File: src/rtl/uart.sv
// UART with 16x oversampled RX, TX FSM and 16-deep FIFOs on both sides.
// Ports: clk, reset (async low), rd_uart/wr_uart/w_data/rx in; tx, flags, rd_data out.
// Optional: define UART_PARITY_EN for 8E1 frames (PARITY state in both FSMs).

module uart_fifo #(
  parameter int W  = 8,
  parameter int AW = 4
) (
  input  logic         clk,
  input  logic         reset,
  input  logic         wr,
  input  logic         rd,
  input  logic [W-1:0] din,
  output logic [W-1:0] dout,
  output logic         full,
  output logic         empty
);

  logic [W-1:0]  mem [2**AW];
  logic [AW-1:0] wptr, rptr;
  logic [AW-1:0] wnext, rnext;
  logic          wr_en, rd_en;

  // A push while full is accepted only alongside a pop.
  assign wr_en = wr && (!full || rd);
  assign rd_en = rd && !empty;
  assign wnext = wptr + 1'b1;
  assign rnext = rptr + 1'b1;
  assign dout  = mem[rptr];

  always_ff @(posedge clk) begin
    if (wr_en) mem[wptr] <= din;
  end

  always_ff @(posedge clk or negedge reset) begin
    if (!reset) begin
      wptr  <= '0;
      rptr  <= '0;
      full  <= 1'b0;
      empty <= 1'b1;
    end else begin
      if (wr_en) wptr <= wnext;
      if (rd_en) rptr <= rnext;
      unique case (1'b1)
        wr_en && !rd_en: begin
          empty <= 1'b0;
          full  <= (wnext == rptr);
        end
        rd_en && !wr_en: begin
          full  <= 1'b0;
          empty <= (rnext == wptr);
        end
        default: ;
      endcase
    end
  end

endmodule

module uart #(
  parameter int DBIT    = 8,
  parameter int SB_TICK = 16,
  parameter int DVSR    = 326,
  parameter int FIFO_W  = 4
) (
  input  logic       clk,
  input  logic       reset,
  input  logic       rd_uart,
  input  logic       wr_uart,
  input  logic       rx,
  input  logic [7:0] w_data,
  output logic       tx,
  output logic       tx_full,
  output logic       tx_empty,
  output logic       rx_full,
  output logic       rx_empty,
  output logic [7:0] rd_data
);

  localparam int CW = (DVSR > 1) ? $clog2(DVSR) : 1;
  localparam int NW = (DBIT > 1) ? $clog2(DBIT) : 1;

`ifdef UART_PARITY_EN
  typedef enum logic [2:0] {
    IDLE, START, DATA, PARITY, STOP
  } st_t;
`else
  typedef enum logic [1:0] {
    IDLE, START, DATA, STOP
  } st_t;
`endif

  // ---- oversample tick ----
  logic [CW-1:0] tick_cnt;
  logic          tick;

  assign tick = (tick_cnt == CW'(DVSR - 1));

  always_ff @(posedge clk or negedge reset) begin
    if (!reset)    tick_cnt <= '0;
    else if (tick) tick_cnt <= '0;
    else           tick_cnt <= tick_cnt + 1'b1;
  end

  // ---- RX ----
  logic [1:0]      rx_sync;
  logic            rx_s;
  st_t             rx_st;
  logic [4:0]      rx_sc;
  logic [NW-1:0]   rx_n;
  logic [DBIT-1:0] rx_b;
  logic            rx_push;
  logic [7:0]      rx_head;
`ifdef UART_PARITY_EN
  logic            rx_perr;
`endif

  assign rx_s = rx_sync[1];

  // Line idles high, so the synchronizer resets to 1s.
  always_ff @(posedge clk or negedge reset) begin
    if (!reset) rx_sync <= 2'b11;
    else        rx_sync <= {rx_sync[0], rx};
  end

  always_ff @(posedge clk or negedge reset) begin
    if (!reset) begin
      rx_st   <= IDLE;
      rx_sc   <= '0;
      rx_n    <= '0;
      rx_b    <= '0;
      rx_push <= 1'b0;
`ifdef UART_PARITY_EN
      rx_perr <= 1'b0;
`endif
    end else begin
      rx_push <= 1'b0;
      unique case (rx_st)
        IDLE: begin
          if (!rx_s) begin
            rx_st <= START;
            rx_sc <= '0;
          end
        end
        START: begin
          if (tick) begin
            if (rx_sc == 5'd7) begin
              rx_sc <= '0;
              rx_n  <= '0;
              rx_st <= rx_s ? IDLE : DATA;
            end else begin
              rx_sc <= rx_sc + 1'b1;
            end
          end
        end
        DATA: begin
          if (tick) begin
            if (rx_sc == 5'd15) begin
              rx_sc <= '0;
              rx_b  <= {rx_s, rx_b[DBIT-1:1]};
              if (rx_n == NW'(DBIT - 1)) begin
`ifdef UART_PARITY_EN
                rx_st <= PARITY;
`else
                rx_st <= STOP;
`endif
              end else begin
                rx_n <= rx_n + 1'b1;
              end
            end else begin
              rx_sc <= rx_sc + 1'b1;
            end
          end
        end
`ifdef UART_PARITY_EN
        PARITY: begin
          if (tick) begin
            if (rx_sc == 5'd15) begin
              rx_sc   <= '0;
              rx_perr <= ^{rx_b, rx_s};
              rx_st   <= STOP;
            end else begin
              rx_sc <= rx_sc + 1'b1;
            end
          end
        end
`endif
        STOP: begin
          if (tick) begin
            if (rx_sc == 5'(SB_TICK - 1)) begin
              rx_st <= IDLE;
`ifdef UART_PARITY_EN
              rx_push <= rx_s && !rx_perr;
`else
              rx_push <= rx_s;
`endif
            end else begin
              rx_sc <= rx_sc + 1'b1;
            end
          end
        end
        default: rx_st <= IDLE;
      endcase
    end
  end

  uart_fifo #(.W(8), .AW(FIFO_W)) u_rx_fifo (
    .clk   (clk),
    .reset (reset),
    .wr    (rx_push),
    .rd    (rd_uart),
    .din   (8'(rx_b)),
    .dout  (rx_head),
    .full  (rx_full),
    .empty (rx_empty)
  );

  always_ff @(posedge clk or negedge reset) begin
    if (!reset)                    rd_data <= 8'h00;
    else if (rd_uart && !rx_empty) rd_data <= rx_head;
  end

  // ---- TX ----
  st_t             tx_st;
  logic [4:0]      tx_sc;
  logic [NW-1:0]   tx_n;
  logic [DBIT-1:0] tx_b;
  logic            tx_reg;
  logic            tx_pop;
  logic [7:0]      tx_head;
`ifdef UART_PARITY_EN
  logic            tx_par;
`endif

  // Head is consumed the same cycle the FSM latches it.
  assign tx_pop = (tx_st == IDLE) && !tx_empty;
  assign tx     = tx_reg;

  uart_fifo #(.W(8), .AW(FIFO_W)) u_tx_fifo (
    .clk   (clk),
    .reset (reset),
    .wr    (wr_uart),
    .rd    (tx_pop),
    .din   (w_data),
    .dout  (tx_head),
    .full  (tx_full),
    .empty (tx_empty)
  );

  always_ff @(posedge clk or negedge reset) begin
    if (!reset) begin
      tx_st  <= IDLE;
      tx_sc  <= '0;
      tx_n   <= '0;
      tx_b   <= '0;
      tx_reg <= 1'b1;
`ifdef UART_PARITY_EN
      tx_par <= 1'b0;
`endif
    end else begin
      unique case (tx_st)
        IDLE: begin
          tx_reg <= 1'b1;
          if (!tx_empty) begin
            tx_b   <= tx_head[DBIT-1:0];
`ifdef UART_PARITY_EN
            tx_par <= ^tx_head[DBIT-1:0];
`endif
            tx_sc  <= '0;
            tx_reg <= 1'b0;
            tx_st  <= START;
          end
        end
        START: begin
          if (tick) begin
            if (tx_sc == 5'd15) begin
              tx_sc  <= '0;
              tx_n   <= '0;
              tx_reg <= tx_b[0];
              tx_st  <= DATA;
            end else begin
              tx_sc <= tx_sc + 1'b1;
            end
          end
        end
        DATA: begin
          if (tick) begin
            if (tx_sc == 5'd15) begin
              tx_sc <= '0;
              tx_b  <= tx_b >> 1;
              if (tx_n == NW'(DBIT - 1)) begin
`ifdef UART_PARITY_EN
                tx_reg <= tx_par;
                tx_st  <= PARITY;
`else
                tx_reg <= 1'b1;
                tx_st  <= STOP;
`endif
              end else begin
                tx_n   <= tx_n + 1'b1;
                tx_reg <= tx_b[1];
              end
            end else begin
              tx_sc <= tx_sc + 1'b1;
            end
          end
        end
`ifdef UART_PARITY_EN
        PARITY: begin
          if (tick) begin
            if (tx_sc == 5'd15) begin
              tx_sc  <= '0;
              tx_reg <= 1'b1;
              tx_st  <= STOP;
            end else begin
              tx_sc <= tx_sc + 1'b1;
            end
          end
        end
`endif
        STOP: begin
          if (tick) begin
            if (tx_sc == 5'(SB_TICK - 1)) begin
              tx_st <= IDLE;
            end else begin
              tx_sc <= tx_sc + 1'b1;
            end
          end
        end
        default: tx_st <= IDLE;
      endcase
    end
  end

endmodule

File: config.mk
export PLATFORM = sky130hd
export DESIGN_NAME = uart
export DESIGN_NICKNAME = d
export VERILOG_FILES = /design/src/rtl/uart.sv
export SDC_FILE = /design/constraint.sdc
export NUM_CORES = 1
export LEC_CHECK = 0
export CAP_MARGIN = 0
export CORE_UTILIZATION = 62
export CTS_CLUSTER_SIZE = 14
export DETAILED_ROUTE_END_ITERATION = 8
export PLACE_DENSITY_LB_ADDON = 0.12
export SLEW_MARGIN = 20
export SYNTH_ARGS = -nofsm -noshare
export SYNTH_HDL_FRONTEND = slang
export SYNTH_SLANG_ARGS = --single-unit
File: constraint.sdc
create_clock -name clk -period 3.6 [get_ports clk]
set_clock_uncertainty 0.05 [all_clocks]
set_input_delay 0.36 -clock clk [delete_from_list [all_inputs] [get_ports clk]]
set_output_delay 0.36 -clock clk [all_outputs]
set_load 0.005 [all_outputs]
==> impl_metrics.py <==
metrics = {
    "floorplan": {
        "core_mm2": 0.0220,
        "start_util": 0.637,
        "dieHeight_um": 152,
        "die_w_um": 152,
        "ioPinCount": 26,
        "std_cell_rows": 54,
        "dieArea_mm2": 0.0232,
    },
    "clock_tree": {
        "cts_resized": 0,
        "cts_buffers": 35,
        "post-cts-setup-buffers": 0,
        "clk_pin_slew_worst_paths_ns": 0.05,
        "root_buffer": "clkbuf_16",
        "ctsHoldBuffers": 1,
        "cts_tree": "built",
        "clock_latency_ns": 0.52,
        "cts.sinks": 333,
        "clock_path_buffers": 3,
        "htree_levels": 2,
    },
    "timing": {
        "worst_pin_slew_ns": 0.984,
        "fin_crit_ns": 2.94,
        "period_share": 0.817,
        "timing.setup.tns_ns": 0,
        "relSlewSlack": 0.344,
        "setup_viol": 0,
        "fmax_ghz": 0.340,
        "hold_viol": 0,
        "maxSlewViolCount": 0,
        "rsz0062_at_grt": "false",
    },
    "setup_path": {
        "crit_end": "u_tx_fifo.mem[15][2]$_DFFE_PP_",
        "cp.arrival_ns": 3.04,
        "critPathKind": "reg2reg",
        "worstPathRequired_ns": 3.70,
        "crit_fanout": 17,
        "worstRegToRegCells": 6,
        "worst_setup_path_end_kind": "register",
        "r2r_start": "tx_st[0]$_DFFE_PN0P_",
        "startpoint": "tx_st[0]$_DFFE_PN0P_",
        "timing.rr.end": "u_tx_fifo.mem[15][2]$_DFFE_PP_",
        "startpoint_type": "register",
        "reg2reg_slack_ns": 0.66,
    },
    "logic_synthesis": {
        "synthMuxAreaShare": 0.133,
        "synth_cells": 833,
        "synth-xor-area-share": 0.0225,
        "synth-simple-area-share": 0.0618,
        "async_flop_share": 0.231,
        "ys_ff_latch": 333,
        "synth_area_leader_cell": "edfxtp_1",
        "synth_cell_types": 55,
        "synth.top_cell.area_share": 0.549,
        "synth.area.top_cells": "edfxtp_1, dfrtp_1, mux4_2, ha_1, mux2_2",
        "synth_compound_area_frac": 0.0485,
        "syn-cell-area_mm2": 0.0140,
        "synth_edf_count": 256,
        "syn_nets": 875,
        "synth_top_family_by_area": "multiplexers",
        "yosysWarnings": 0,
        "syn_avg_cell_area_um2": 16.8,
        "ys_seq_area_frac": 0.687,
        "yosys.area_share.adder": 0.0259,
        "synth_ff_type": "edfxtp_1",
    },
    "pwr": {
        "peakVddDrop_mv": 0.489,
        "p_sw_w": 0.00214,
        "p_seq_frac": 0.515,
        "p_int_w": 0.00669,
        "p_leak_nw": 5.89,
        "p_comb_frac": 0.112,
        "powerDensity_mw_per_mm2": 565,
        "power_frac_clock": 0.373,
        "p_sw_frac": 0.243,
    },
    "finish": {
        "antenna_cells": 0,
        "nNetsFinal": 913,
        "fin_area_mm2": 0.0156,
        "final_common_cell": "edfxtp_1",
        "final_cell_mix": "edfxtp_1, dfrtp_1, mux4_2",
        "fin_util": 0.712,
        "syn_to_final_growth_pct": 11.7,
        "drive_above_1_share": 0.187,
        "reg.largest.list": "u_rx_fifo.mem x128, u_tx_fifo.mem x128, tick_cnt x9",
    },
    "detailed_routing": {
        "vias": 7286,
        "wl_per_cell_um": 22.7,
        "drc_errors": 6,
        "firstDrtPassIters": 7,
        "dr.first_iter.drc_count": 541,
        "drtAntennaViolNets": 0,
        "via_per_inst": 6.19,
        "routed_wl_mm": 26.7,
    },
    "status": {
        "status": "finished, violations left",
        "violations": "DRC",
    },
    "global_routing": {
        "antenna_found_initial": 0,
        "grt_overflow_total": 0,
        "grt_pass1_wl_mm": 42.5,
        "first_global_vias": 7607,
        "grt_max_degree": 59,
        "grt_usage": 0.242,
    },
    "min_path": {
        "hold_class": "in2reg",
    },
    "placement": {
        "gp_congestion": 0.857,
        "placed_area_mm2": 0.0146,
        "placement.io_buffers": 25,
        "dp_hpwl_mm": 17.6,
    },
    "run": {
        "drv_cap": 0,
    },
}
layout make-up:
type / count / area [µm²]
Timing Repair Buffer: 42 / 403
Clock inverter: 12 / 73.8
Multi-Input combinational cell: 430 / 4090
Sequential cell: 333 / 9620
Tap cell: 280 / 350
Fill cell: 1349 / 6330
Clock buffer: 52 / 981
Inverter: 29 / 109
metrics by stage:
step	worst slack, ns	power [W]	instances	hold WS [ns]
final	0.657	0.00884	1178	0.237
after global routing	0.457	0.00915	1178	0.232
after CTS	0.670	0.00892	1178	0.233
after detailed placement	0.677	0.00562	1113	0.297
after global placement	0.825	0.00558	1113	0.302
after floorplan	1.03	0.00531	833	0.0144
worst max-delay path: stages, from the launching register on:
cell	delay, ns
dfrtp_1	0.40
inv_1	0.11
ha_1	0.31
nor2b_1	0.49
o21a_1	0.47
nand2_1	0.18
nor2_1	0.59
Yosys cell counts, types with 16 or more instances:
cell / count
inv_1: 29
nand2_1: 37
mux4_2: 65
nor2_1: 36
and3_1: 16
mux2_2: 23
nor3_1: 22
edfxtp_1: 256
clkbuf_1: 25
xnor2_1: 26
dfrtp_1: 72
ha_1: 29
cell families (layout without fill, tap and decap cells):
kind of cell    count (synthesis)  after routing
compound gates                 93             93
xor+xnor                       36             36
fa+ha+maj                      29             29
buf+inv                        70            135
flops                         333            333
mux                           102            102
simple gates                  170            170
routing by layer:
layer	global-route usage	share of wire	vias up
met5	0	0	-
met4	0.0719	0.019	0
met3	0.0336	0.049	41
met2	0.420	0.52	215
met1	0.323	0.42	3707
li1	-	-	3323
worst min path at each step:
stage / cells after the start / end / start / slack [ns]
global placement: 0 / rx_sync[1]$_DFF_PN1_ / rx_sync[0]$_DFF_PN1_ / 0.30
CTS: 1 / rx_sync[0]$_DFF_PN1_ / rx / 0.23
finish: 1 / rx_sync[0]$_DFF_PN1_ / rx / 0.24
detailed placement: 0 / rx_sync[1]$_DFF_PN1_ / rx_sync[0]$_DFF_PN1_ / 0.30
global route: 1 / rx_sync[0]$_DFF_PN1_ / rx / 0.23
floorplan: 0 / asynchronous set/reset pin / reset / 0.01
power groups by stage:
| stage | combinational (W) | sequential [W] | clock (W) |
|---|---|---|---|
| floorplan | 0.000851 | 0.00446 | 0 |
| finish | 0.000986 | 0.00455 | 0.00330 |
| global route | 0.00107 | 0.00458 | 0.00350 |
| CTS | 0.000996 | 0.00456 | 0.00336 |
| detailed placement | 0.000986 | 0.00463 | 0 |
| global placement | 0.000959 | 0.00462 | 0 |
Power figures use the tool's default switching activity.
